$ cat config.mk
export PLATFORM = sky130hd
export DESIGN_NAME = multicyc_ctrl_flat
export DESIGN_NICKNAME = d
export VERILOG_FILES = /design/src/rtl/multicyc_ctrl_if.sv /design/src/rtl/multicyc_ctrl.sv /design/src/flat_wrapper.sv
export SDC_FILE = /design/constraint.sdc
export NUM_CORES = 1
export LEC_CHECK = 0
export CORE_MARGIN = 3
export CORE_UTILIZATION = 49
export DETAILED_ROUTE_END_ITERATION = 7
export HOLD_SLACK_MARGIN = 0.02
export PLACE_DENSITY_LB_ADDON = 0.1
export SETUP_SLACK_MARGIN = 0.4
export SLEW_MARGIN = 20
export SYNTH_ARGS = -nofsm -noshare
export SYNTH_HDL_FRONTEND = slang
export SYNTH_SLANG_ARGS = --single-unit
$ cat constraint.sdc
create_clock -name iClk -period 5.04 [get_ports iClk]
set_clock_uncertainty 0.1 [all_clocks]
set_input_delay 0.756 -clock iClk [delete_from_list [all_inputs] [get_ports iClk]]
set_output_delay 0.756 -clock iClk [all_outputs]
set_load 0.01 [all_outputs]
$ cat src/rtl/multicyc_ctrl_if.sv
// ----------------------------------------------------------------------------
// multicyc_ctrl_if
// Control bus between the multicycle MIPS control FSM and its datapath/memory.
//
// Signals:
//   iOpcode     6  IR[31:26] from the instruction register
//   iZero       1  ALU zero flag
//   iMemReady   1  unified memory has completed the current access
//   oPcWe       1  PC write enable (branch condition already applied)
//   oIorD       1  memory address select: 0 = PC, 1 = ALUOut
//   oMemRd      1  memory read request
//   oMemWr      1  memory write request
//   oIrWe       1  instruction register write
//   oMemToReg   1  writeback source: 1 = MDR, 0 = ALUOut
//   oRegDst     1  destination register: 1 = rd, 0 = rt
//   oRegWe      1  register file write
//   oAluSrcA    1  ALU A: 0 = PC, 1 = rs
//   oAluSrcB    2  ALU B: 00 = rt, 01 = 4, 10 = simm, 11 = simm << 2
//   oAluOp      2  00 = add, 01 = sub, 10 = funct, 11 = opcode
//   oPcSrc      2  00 = ALU result, 01 = ALUOut, 10 = jump target
//   oIllegal    1  one-cycle pulse on an unsupported opcode
//   oMemTimeout 1  one-cycle pulse when a memory wait times out
//   oState      4  current FSM state, for debug
//
// Modports: master = control FSM, slave = datapath/memory side.
// ----------------------------------------------------------------------------
interface multicyc_ctrl_if;
    logic [5:0] iOpcode;
    logic       iZero;
    logic       iMemReady;
    logic       oPcWe;
    logic       oIorD;
    logic       oMemRd;
    logic       oMemWr;
    logic       oIrWe;
    logic       oMemToReg;
    logic       oRegDst;
    logic       oRegWe;
    logic       oAluSrcA;
    logic [1:0] oAluSrcB;
    logic [1:0] oAluOp;
    logic [1:0] oPcSrc;
    logic       oIllegal;
    logic       oMemTimeout;
    logic [3:0] oState;

    modport master (
        input  iOpcode, iZero, iMemReady,
        output oPcWe, oIorD, oMemRd, oMemWr, oIrWe, oMemToReg, oRegDst, oRegWe,
               oAluSrcA, oAluSrcB, oAluOp, oPcSrc, oIllegal, oMemTimeout, oState
    );

    modport slave (
        output iOpcode, iZero, iMemReady,
        input  oPcWe, oIorD, oMemRd, oMemWr, oIrWe, oMemToReg, oRegDst, oRegWe,
               oAluSrcA, oAluSrcB, oAluOp, oPcSrc, oIllegal, oMemTimeout, oState
    );
endinterface

$ cat src/rtl/multicyc_ctrl.sv
// ----------------------------------------------------------------------------
// multicyc_ctrl
// Main control FSM of the multicycle MIPS core. Sequences the shared ALU, the
// unified instruction/data memory port and the register file through fetch,
// decode, execute, memory and writeback steps. Outputs are Moore decodes of
// the registered state; only PC/IR/memory enables are qualified by iMemReady
// and iZero. A wait counter bounds every memory wait.
//
// Ports:
//   iClk     in   clock, rising edge
//   iRst_n   in   asynchronous active-low reset
//   io_ctrl  master modport of multicyc_ctrl_if (opcode/zero/ready in,
//            all datapath controls, pulses and debug state out)
//
// Parameters:
//   MEM_WAIT_MAX  maximum counted wait cycles before a memory timeout
//
// Optional feature macro: MULTICYC_CTRL_JAL_EN
//   Defined   : opcode 000011 (jal) goes to state 12, writes PC and links r31.
//   Undefined : 000011 is illegal and state 12 is unreachable.
// ----------------------------------------------------------------------------
module multicyc_ctrl #(
    parameter int unsigned MEM_WAIT_MAX = 15
) (
    input  logic           iClk,
    input  logic           iRst_n,
    multicyc_ctrl_if.master io_ctrl
);

    localparam int unsigned CntW = $clog2(MEM_WAIT_MAX + 1) < 1 ? 1 : $clog2(MEM_WAIT_MAX + 1);

    localparam logic [5:0] OpRtype = 6'b000000;
    localparam logic [5:0] OpLw    = 6'b100011;
    localparam logic [5:0] OpSw    = 6'b101011;
    localparam logic [5:0] OpBeq   = 6'b000100;
    localparam logic [5:0] OpBne   = 6'b000101;
    localparam logic [5:0] OpJ     = 6'b000010;
    localparam logic [5:0] OpAddi  = 6'b001000;
    localparam logic [5:0] OpAndi  = 6'b001100;
    localparam logic [5:0] OpOri   = 6'b001101;
    localparam logic [5:0] OpSlti  = 6'b001010;
`ifdef MULTICYC_CTRL_JAL_EN
    localparam logic [5:0] OpJal   = 6'b000011;
`endif

    typedef enum logic [3:0] {
        StFetch  = 4'd0,
        StDecode = 4'd1,
        StMemAdr = 4'd2,
        StMemRd  = 4'd3,
        StMemWb  = 4'd4,
        StMemWr  = 4'd5,
        StExec   = 4'd6,
        StRwb    = 4'd7,
        StBranch = 4'd8,
        StJump   = 4'd9,
        StIExec  = 4'd10,
        StIwb    = 4'd11,
        StJal    = 4'd12
    } state_e;

    state_e            r_state;
    state_e            w_state_next;
    logic [CntW-1:0]   r_wait_cnt;
    logic [CntW-1:0]   w_wait_cnt_next;

    logic              w_is_wait_state;
    logic              w_timeout;

    logic              w_pc_we;
    logic              w_ior_d;
    logic              w_mem_rd;
    logic              w_mem_wr;
    logic              w_ir_we;
    logic              w_mem_to_reg;
    logic              w_reg_dst;
    logic              w_reg_we;
    logic              w_alu_src_a;
    logic [1:0]        w_alu_src_b;
    logic [1:0]        w_alu_op;
    logic [1:0]        w_pc_src;
    logic              w_illegal;

    // Only these three states stall on the memory handshake.
    assign w_is_wait_state = (r_state == StFetch) || (r_state == StMemRd) ||
                             (r_state == StMemWr);

    // Ready on the expiry cycle still wins: the access completed in time.
    assign w_timeout = w_is_wait_state && !io_ctrl.iMemReady &&
                       (r_wait_cnt == CntW'(MEM_WAIT_MAX));

    always_ff @(posedge iClk or negedge iRst_n) begin
        if (!iRst_n) begin
            r_state    <= StFetch;
            r_wait_cnt <= '0;
        end else begin
            r_state    <= w_state_next;
            r_wait_cnt <= w_wait_cnt_next;
        end
    end

    always_comb begin
        w_wait_cnt_next = r_wait_cnt;
        if ((w_state_next != r_state) || w_timeout) begin
            w_wait_cnt_next = '0;
        end else if (w_is_wait_state && !io_ctrl.iMemReady) begin
            w_wait_cnt_next = r_wait_cnt + 1'b1;
        end
    end

    always_comb begin
        w_state_next = r_state;
        w_pc_we      = 1'b0;
        w_ior_d      = 1'b0;
        w_mem_rd     = 1'b0;
        w_mem_wr     = 1'b0;
        w_ir_we      = 1'b0;
        w_mem_to_reg = 1'b0;
        w_reg_dst    = 1'b0;
        w_reg_we     = 1'b0;
        w_alu_src_a  = 1'b0;
        w_alu_src_b  = 2'b00;
        w_alu_op     = 2'b00;
        w_pc_src     = 2'b00;
        w_illegal    = 1'b0;

        unique case (r_state)
            StFetch: begin
                // ALU computes PC+4 while the instruction is read.
                w_mem_rd    = !w_timeout;
                w_alu_src_b = 2'b01;
                if (io_ctrl.iMemReady) begin
                    w_ir_we      = 1'b1;
                    w_pc_we      = 1'b1;
                    w_state_next = StDecode;
                end
            end
            StDecode: begin
                // Branch target is precomputed into ALUOut here.
                w_alu_src_b = 2'b11;
                case (io_ctrl.iOpcode)
                    OpRtype:                       w_state_next = StExec;
                    OpLw, OpSw:                    w_state_next = StMemAdr;
                    OpBeq, OpBne:                  w_state_next = StBranch;
                    OpJ:                           w_state_next = StJump;
                    OpAddi, OpAndi, OpOri, OpSlti: w_state_next = StIExec;
`ifdef MULTICYC_CTRL_JAL_EN
                    OpJal:                         w_state_next = StJal;
`endif
                    default: begin
                        w_illegal    = 1'b1;
                        w_state_next = StFetch;
                    end
                endcase
            end
            StMemAdr: begin
                w_alu_src_a  = 1'b1;
                w_alu_src_b  = 2'b10;
                w_state_next = (io_ctrl.iOpcode == OpSw) ? StMemWr : StMemRd;
            end
            StMemRd: begin
                w_mem_rd = !w_timeout;
                w_ior_d  = 1'b1;
                if (io_ctrl.iMemReady) begin
                    w_state_next = StMemWb;
                end
            end
            StMemWb: begin
                w_reg_we     = 1'b1;
                w_mem_to_reg = 1'b1;
                w_state_next = StFetch;
            end
            StMemWr: begin
                w_mem_wr = !w_timeout;
                w_ior_d  = 1'b1;
                if (io_ctrl.iMemReady) begin
                    w_state_next = StFetch;
                end
            end
            StExec: begin
                w_alu_src_a  = 1'b1;
                w_alu_op     = 2'b10;
                w_state_next = StRwb;
            end
            StRwb: begin
                w_reg_we     = 1'b1;
                w_reg_dst    = 1'b1;
                w_state_next = StFetch;
            end
            StBranch: begin
                w_alu_src_a  = 1'b1;
                w_alu_op     = 2'b01;
                w_pc_src     = 2'b01;
                w_pc_we      = (io_ctrl.iOpcode == OpBne) ? !io_ctrl.iZero : io_ctrl.iZero;
                w_state_next = StFetch;
            end
            StJump: begin
                w_pc_src     = 2'b10;
                w_pc_we      = 1'b1;
                w_state_next = StFetch;
            end
            StIExec: begin
                w_alu_src_a  = 1'b1;
                w_alu_src_b  = 2'b10;
                w_alu_op     = 2'b11;
                w_state_next = StIwb;
            end
            StIwb: begin
                w_reg_we     = 1'b1;
                w_state_next = StFetch;
            end
`ifdef MULTICYC_CTRL_JAL_EN
            StJal: begin
                // PC already holds PC+4; an external mux keyed on oState==12
                // routes it to r31 as the link value.
                w_pc_src     = 2'b10;
                w_pc_we      = 1'b1;
                w_reg_we     = 1'b1;
                w_reg_dst    = 1'b1;
                w_state_next = StFetch;
            end
`endif
            default: begin
                w_state_next = StFetch;
            end
        endcase

        if (w_timeout) begin
            // Abort the access: nothing is written this cycle.
            w_pc_we      = 1'b0;
            w_ir_we      = 1'b0;
            w_mem_wr     = 1'b0;
            w_mem_rd     = 1'b0;
            w_state_next = StFetch;
        end
    end

    assign io_ctrl.oPcWe       = w_pc_we;
    assign io_ctrl.oIorD       = w_ior_d;
    assign io_ctrl.oMemRd      = w_mem_rd;
    assign io_ctrl.oMemWr      = w_mem_wr;
    assign io_ctrl.oIrWe       = w_ir_we;
    assign io_ctrl.oMemToReg   = w_mem_to_reg;
    assign io_ctrl.oRegDst     = w_reg_dst;
    assign io_ctrl.oRegWe      = w_reg_we;
    assign io_ctrl.oAluSrcA    = w_alu_src_a;
    assign io_ctrl.oAluSrcB    = w_alu_src_b;
    assign io_ctrl.oAluOp      = w_alu_op;
    assign io_ctrl.oPcSrc      = w_pc_src;
    assign io_ctrl.oIllegal    = w_illegal;
    assign io_ctrl.oMemTimeout = w_timeout;
    assign io_ctrl.oState      = r_state;

endmodule

$ cat src/flat_wrapper.sv
// flat-port wrapper written by rule: the top's interface ports become plain ports
module multicyc_ctrl_flat 
#(
    parameter int unsigned MEM_WAIT_MAX = 15
)
  (iClk, iRst_n, io_ctrl_iOpcode, io_ctrl_iZero, io_ctrl_iMemReady, io_ctrl_oPcWe, io_ctrl_oIorD, io_ctrl_oMemRd, io_ctrl_oMemWr, io_ctrl_oIrWe, io_ctrl_oMemToReg, io_ctrl_oRegDst, io_ctrl_oRegWe, io_ctrl_oAluSrcA, io_ctrl_oAluSrcB, io_ctrl_oAluOp, io_ctrl_oPcSrc, io_ctrl_oIllegal, io_ctrl_oMemTimeout, io_ctrl_oState);
  multicyc_ctrl_if io_ctrl_i ();
  input  logic iClk;
  input  logic iRst_n;
  input wire logic [$bits(io_ctrl_i.iOpcode)-1:0] io_ctrl_iOpcode;
  input wire logic [$bits(io_ctrl_i.iZero)-1:0] io_ctrl_iZero;
  input wire logic [$bits(io_ctrl_i.iMemReady)-1:0] io_ctrl_iMemReady;
  output wire logic [$bits(io_ctrl_i.oPcWe)-1:0] io_ctrl_oPcWe;
  output wire logic [$bits(io_ctrl_i.oIorD)-1:0] io_ctrl_oIorD;
  output wire logic [$bits(io_ctrl_i.oMemRd)-1:0] io_ctrl_oMemRd;
  output wire logic [$bits(io_ctrl_i.oMemWr)-1:0] io_ctrl_oMemWr;
  output wire logic [$bits(io_ctrl_i.oIrWe)-1:0] io_ctrl_oIrWe;
  output wire logic [$bits(io_ctrl_i.oMemToReg)-1:0] io_ctrl_oMemToReg;
  output wire logic [$bits(io_ctrl_i.oRegDst)-1:0] io_ctrl_oRegDst;
  output wire logic [$bits(io_ctrl_i.oRegWe)-1:0] io_ctrl_oRegWe;
  output wire logic [$bits(io_ctrl_i.oAluSrcA)-1:0] io_ctrl_oAluSrcA;
  output wire logic [$bits(io_ctrl_i.oAluSrcB)-1:0] io_ctrl_oAluSrcB;
  output wire logic [$bits(io_ctrl_i.oAluOp)-1:0] io_ctrl_oAluOp;
  output wire logic [$bits(io_ctrl_i.oPcSrc)-1:0] io_ctrl_oPcSrc;
  output wire logic [$bits(io_ctrl_i.oIllegal)-1:0] io_ctrl_oIllegal;
  output wire logic [$bits(io_ctrl_i.oMemTimeout)-1:0] io_ctrl_oMemTimeout;
  output wire logic [$bits(io_ctrl_i.oState)-1:0] io_ctrl_oState;
  assign io_ctrl_i.iOpcode = io_ctrl_iOpcode;
  assign io_ctrl_i.iZero = io_ctrl_iZero;
  assign io_ctrl_i.iMemReady = io_ctrl_iMemReady;
  assign io_ctrl_oPcWe = io_ctrl_i.oPcWe;
  assign io_ctrl_oIorD = io_ctrl_i.oIorD;
  assign io_ctrl_oMemRd = io_ctrl_i.oMemRd;
  assign io_ctrl_oMemWr = io_ctrl_i.oMemWr;
  assign io_ctrl_oIrWe = io_ctrl_i.oIrWe;
  assign io_ctrl_oMemToReg = io_ctrl_i.oMemToReg;
  assign io_ctrl_oRegDst = io_ctrl_i.oRegDst;
  assign io_ctrl_oRegWe = io_ctrl_i.oRegWe;
  assign io_ctrl_oAluSrcA = io_ctrl_i.oAluSrcA;
  assign io_ctrl_oAluSrcB = io_ctrl_i.oAluSrcB;
  assign io_ctrl_oAluOp = io_ctrl_i.oAluOp;
  assign io_ctrl_oPcSrc = io_ctrl_i.oPcSrc;
  assign io_ctrl_oIllegal = io_ctrl_i.oIllegal;
  assign io_ctrl_oMemTimeout = io_ctrl_i.oMemTimeout;
  assign io_ctrl_oState = io_ctrl_i.oState;
  multicyc_ctrl #(.MEM_WAIT_MAX(MEM_WAIT_MAX)) u_core (.iClk(iClk), .iRst_n(iRst_n), .io_ctrl(io_ctrl_i));
endmodule
==> results.md <==
* Status: completed
* Post-DP HPWL at roughly 1.9 mm
* DRC viols at 0
* Vias in the first global route at roughly 1,000
* Pre-Repair DR Iteration Count at 4
* Buffers & Inverters on Critical Path at 2
* Grt total ovfl at 0
* Final Core Density at a little under three quarters
* Starting density of the core at 53.9%
* 1st-iter DRT viols at 18
* Number of diodes at 0
* Clock-pin slew on the worst setup and hold paths at around 60 ps
* Power Internal at between 0.0002 and 0.0003 W
* F_max at roughly 260 MHz
* TNS Setup at 0 ps
* RSZ-0062 raised after global routing: false
* Number of synthesized flops with an enable pin at 0
* First-pass GRT wire length at 4.66 mm
* Yosys reg bits at 8
* Sink Count at 8
* Die Span X at around 50 µm
* YS warnings at 0
* IO Pins at 31
* Slew headroom at ~45%
* Maximum capacitance violations at 0
* Largest net degree at the start of global routing at 27
* Worst-Skew Late Latency at 260 ps
* Net count after synthesis at between 100 and 150
* Crit-path slowest cell: clkdlybuf4s50_1
* FFs w/ async S/R, synth at 100%
* Part of the power in combinational logic at about 64%
* Max Buffers Root-to-Sink at 2
* Total global-route track usage at about a quarter
* Worst-path cell chain: clkdlybuf4s50_1 -> nor4b_1 -> a32oi_2 -> nor2_1 -> nor2_1 -> and3_1 -> clkdlybuf4s50_1
* Net switching fraction of the power at between 40% and 50%
* Sequential area share after synthesis at a little over a fifth
* Type of the worst setup path: in -> out
* Nets@finish at roughly 160
* Cell Pwr Density at approximately 400 nW/µm²
* Syn_area_per_cell at about 7.6 µm²
* DR vias/cell at between 5 and 6
* Main area contributors after synthesis: dfrtp_1, nor2_1, xnor2_1
* Final min period at 3880 ps
* Clk root buf: clkbuf_4
* CTS tree: done
* CTS Buf Count at 3
* Arr. time, crit path at just over 3000 ps
* CTS Hold Buffers Added at 0
* Seq pwr share at around a quarter
* Post-CTS Setup Inserts at 0
* H-tree depth at 1
* NetSw at around 0.00023 W
* Final GP Congestion at ~0.88
* Final WL at between 2 and 3 mm
* Final hold vios at 0
* Crit path from: io_ctrl_iMemReady
* Final-report max-slew violation count at 0
* Hold WC Path Type: reg -> reg
* ANT nets after route at 0
* Worst r2r src: u_core.io_ctrl.oState[2]
* Fin crit share at between 70% and 80%
* Initial antenna violation count at 0
* Post-synth cell types at 45
* Share of layout cells above drive strength 1 at 7.33%
* Setup violations, final at 0
* Core area at between 1500 and 2000 µm²
* CTS resizes at 0
* Worst setup EP type: primary output
* WP data required at about 4200 ps
* CP max FO at 11
* Top cell type's share of synthesized area at 20.8%
* Die Area at about 2500 µm²
* Worst VDD drop at about 0.00034 V
* Routed len/inst at approximately 15 µm
* Port-buffer cells at 30
* Area Growth Syn to Fin at 31.6%
* Rows at 15
* Top FF cell, synth: dfrtp_1
* Top delay family on crit path: buffers and inverters
* Max incr delay on CP at slightly below 600 ps
* Worst Setup Start Kind: primary input
* Cell taking the most area after synthesis: dfrtp_1
* Synthesized cell area at a little under 1000 µm²
* P_leak at between 0.4 and 0.5 nW
* Vias at approximately 1,000
* Clock power share at under 10%
* Die height at a little over 50 µm
* Syn Inst Count at between 100 and 150
* Hold Crit Start: u_core.r_wait_cnt[3]
* Actual slew at the worst max-slew pin at 829 ps
state kept, by name (all words and copies together) (netlist names):
| signal | cells |
|---|---|
| u_core.io_ctrl.oState | 4 |
| u_core.r_wait_cnt | 4 |
worst register-to-register path: stages, from the launching register on:
cell       delay [ps]
dfrtp_1           880
nand2b_1          220
a32oi_2           440
nor2_1            150
nor2_1            140
o2111ai_1         230
nor3_1            290
worst paths after layout:
kind / endpoint / slack (ps) / cells past startpoint
max: io_ctrl_oMemRd / 1160 / 7
min: u_core.r_wait_cnt[3] / 480 / 2
max reg2reg: u_core.r_wait_cnt[2] / 2490 / 6
min reg2reg: u_core.r_wait_cnt[3] / 480 / 2
max in group asynchronous: u_core.io_ctrl.oState[3] / 3920 / 1
min in group asynchronous: u_core.r_wait_cnt[1] / 670 / 1
power groups by stage:
stage	Clock [W]	Sequential, W	Combinational (W)
2_1_floorplan	0	0.0000919	0.000231
3_3_place_gp	0	0.000130	0.000315
3_5_place_dp	0	0.000131	0.000319
4_1_cts	0.0000502	0.000130	0.000323
5_1_grt	0.0000581	0.000138	0.000352
6_report	0.0000490	0.000131	0.000323
cell usage in the layout (no fill, tap or decap), types with 2 or more instances in the layout:
master / n
nand3_1: 3
and3_1: 3
nor4b_1: 2
nor2b_1: 5
a211oi_1: 2
nor2_1: 16
nand2b_1: 5
or3b_2: 2
nand2_1: 4
dfrtp_1: 8
clkdlybuf4s50_1: 30
xnor2_1: 6
xor2_1: 2
o21bai_1: 2
nor3b_1: 3
a21oi_1: 7
clkbuf_4: 3
and2_1: 2
inv_1: 5
o21ai_0: 8
nand4b_1: 2
nor3_1: 9
through the flow:
| stage | cell area (µm²) | std cells | worst slack, ps | hold WS, ps | total power (W) |
|---|---|---|---|---|---|
| 4_1_cts | 1260 | 175 | 1190 | 470 | 0.000504 |
| 3_5_place_dp | 1240 | 172 | 1210 | 456 | 0.000451 |
| 2_1_floorplan | 961 | 127 | 2280 | 360 | 0.000323 |
| 3_3_place_gp | 1240 | 172 | 1300 | 443 | 0.000445 |
| 5_1_grt | 1260 | 175 | 997 | 514 | 0.000548 |
| 6_report | 1260 | 175 | 1160 | 483 | 0.000503 |
cells by family after synthesis:
kind of cell    after synthesis  share of synthesized area [%]
compound gates               31                           24.3
xor+xnor                      8                           7.29
fa+ha+maj                     1                           1.30
buf+inv                      15                           7.16
flops                         8                           20.8
mux                           1                           1.04
simple gates                 63                           38.0
layer usage:
metal / vias to the layer above / share of wire (%) / global-route usage [%]
li1: 511 / - / -
met1: 486 / 46 / 32.1
met2: 34 / 45 / 36.3
met3: 8 / 7.3 / 8.31
met4: 0 / 1.5 / 5.99
met5: - / 0 / 0
layout make-up:
class | count | area (µm²)
fill | 147 | 518
clock buffer | 3 | 22.5
multi-input combinational | 104 | 692
sequential | 8 | 200
inverter | 5 | 18.8
timing repair buffer | 30 | 300
tap | 25 | 31.3
cell usage after synthesis (2+ instances only):
cell type  count
nand3_1        3
xnor2_1        6
nor3b_1        3
clkbuf_1       3
dfrtp_1        8
and2_1         2
nand2b_1       5
nand2_1        4
nor2b_1        5
a21oi_1        7
nor4b_1        2
nand4b_1       2
inv_1          5
o21bai_1       2
buf_2          4
xor2_1         2
buf_1          2
or3b_2         2
o21ai_0        8
nor3_1         9
nor2_1        16
a211oi_1       2
and3_1         3
(Power assumes the default switching activity.)
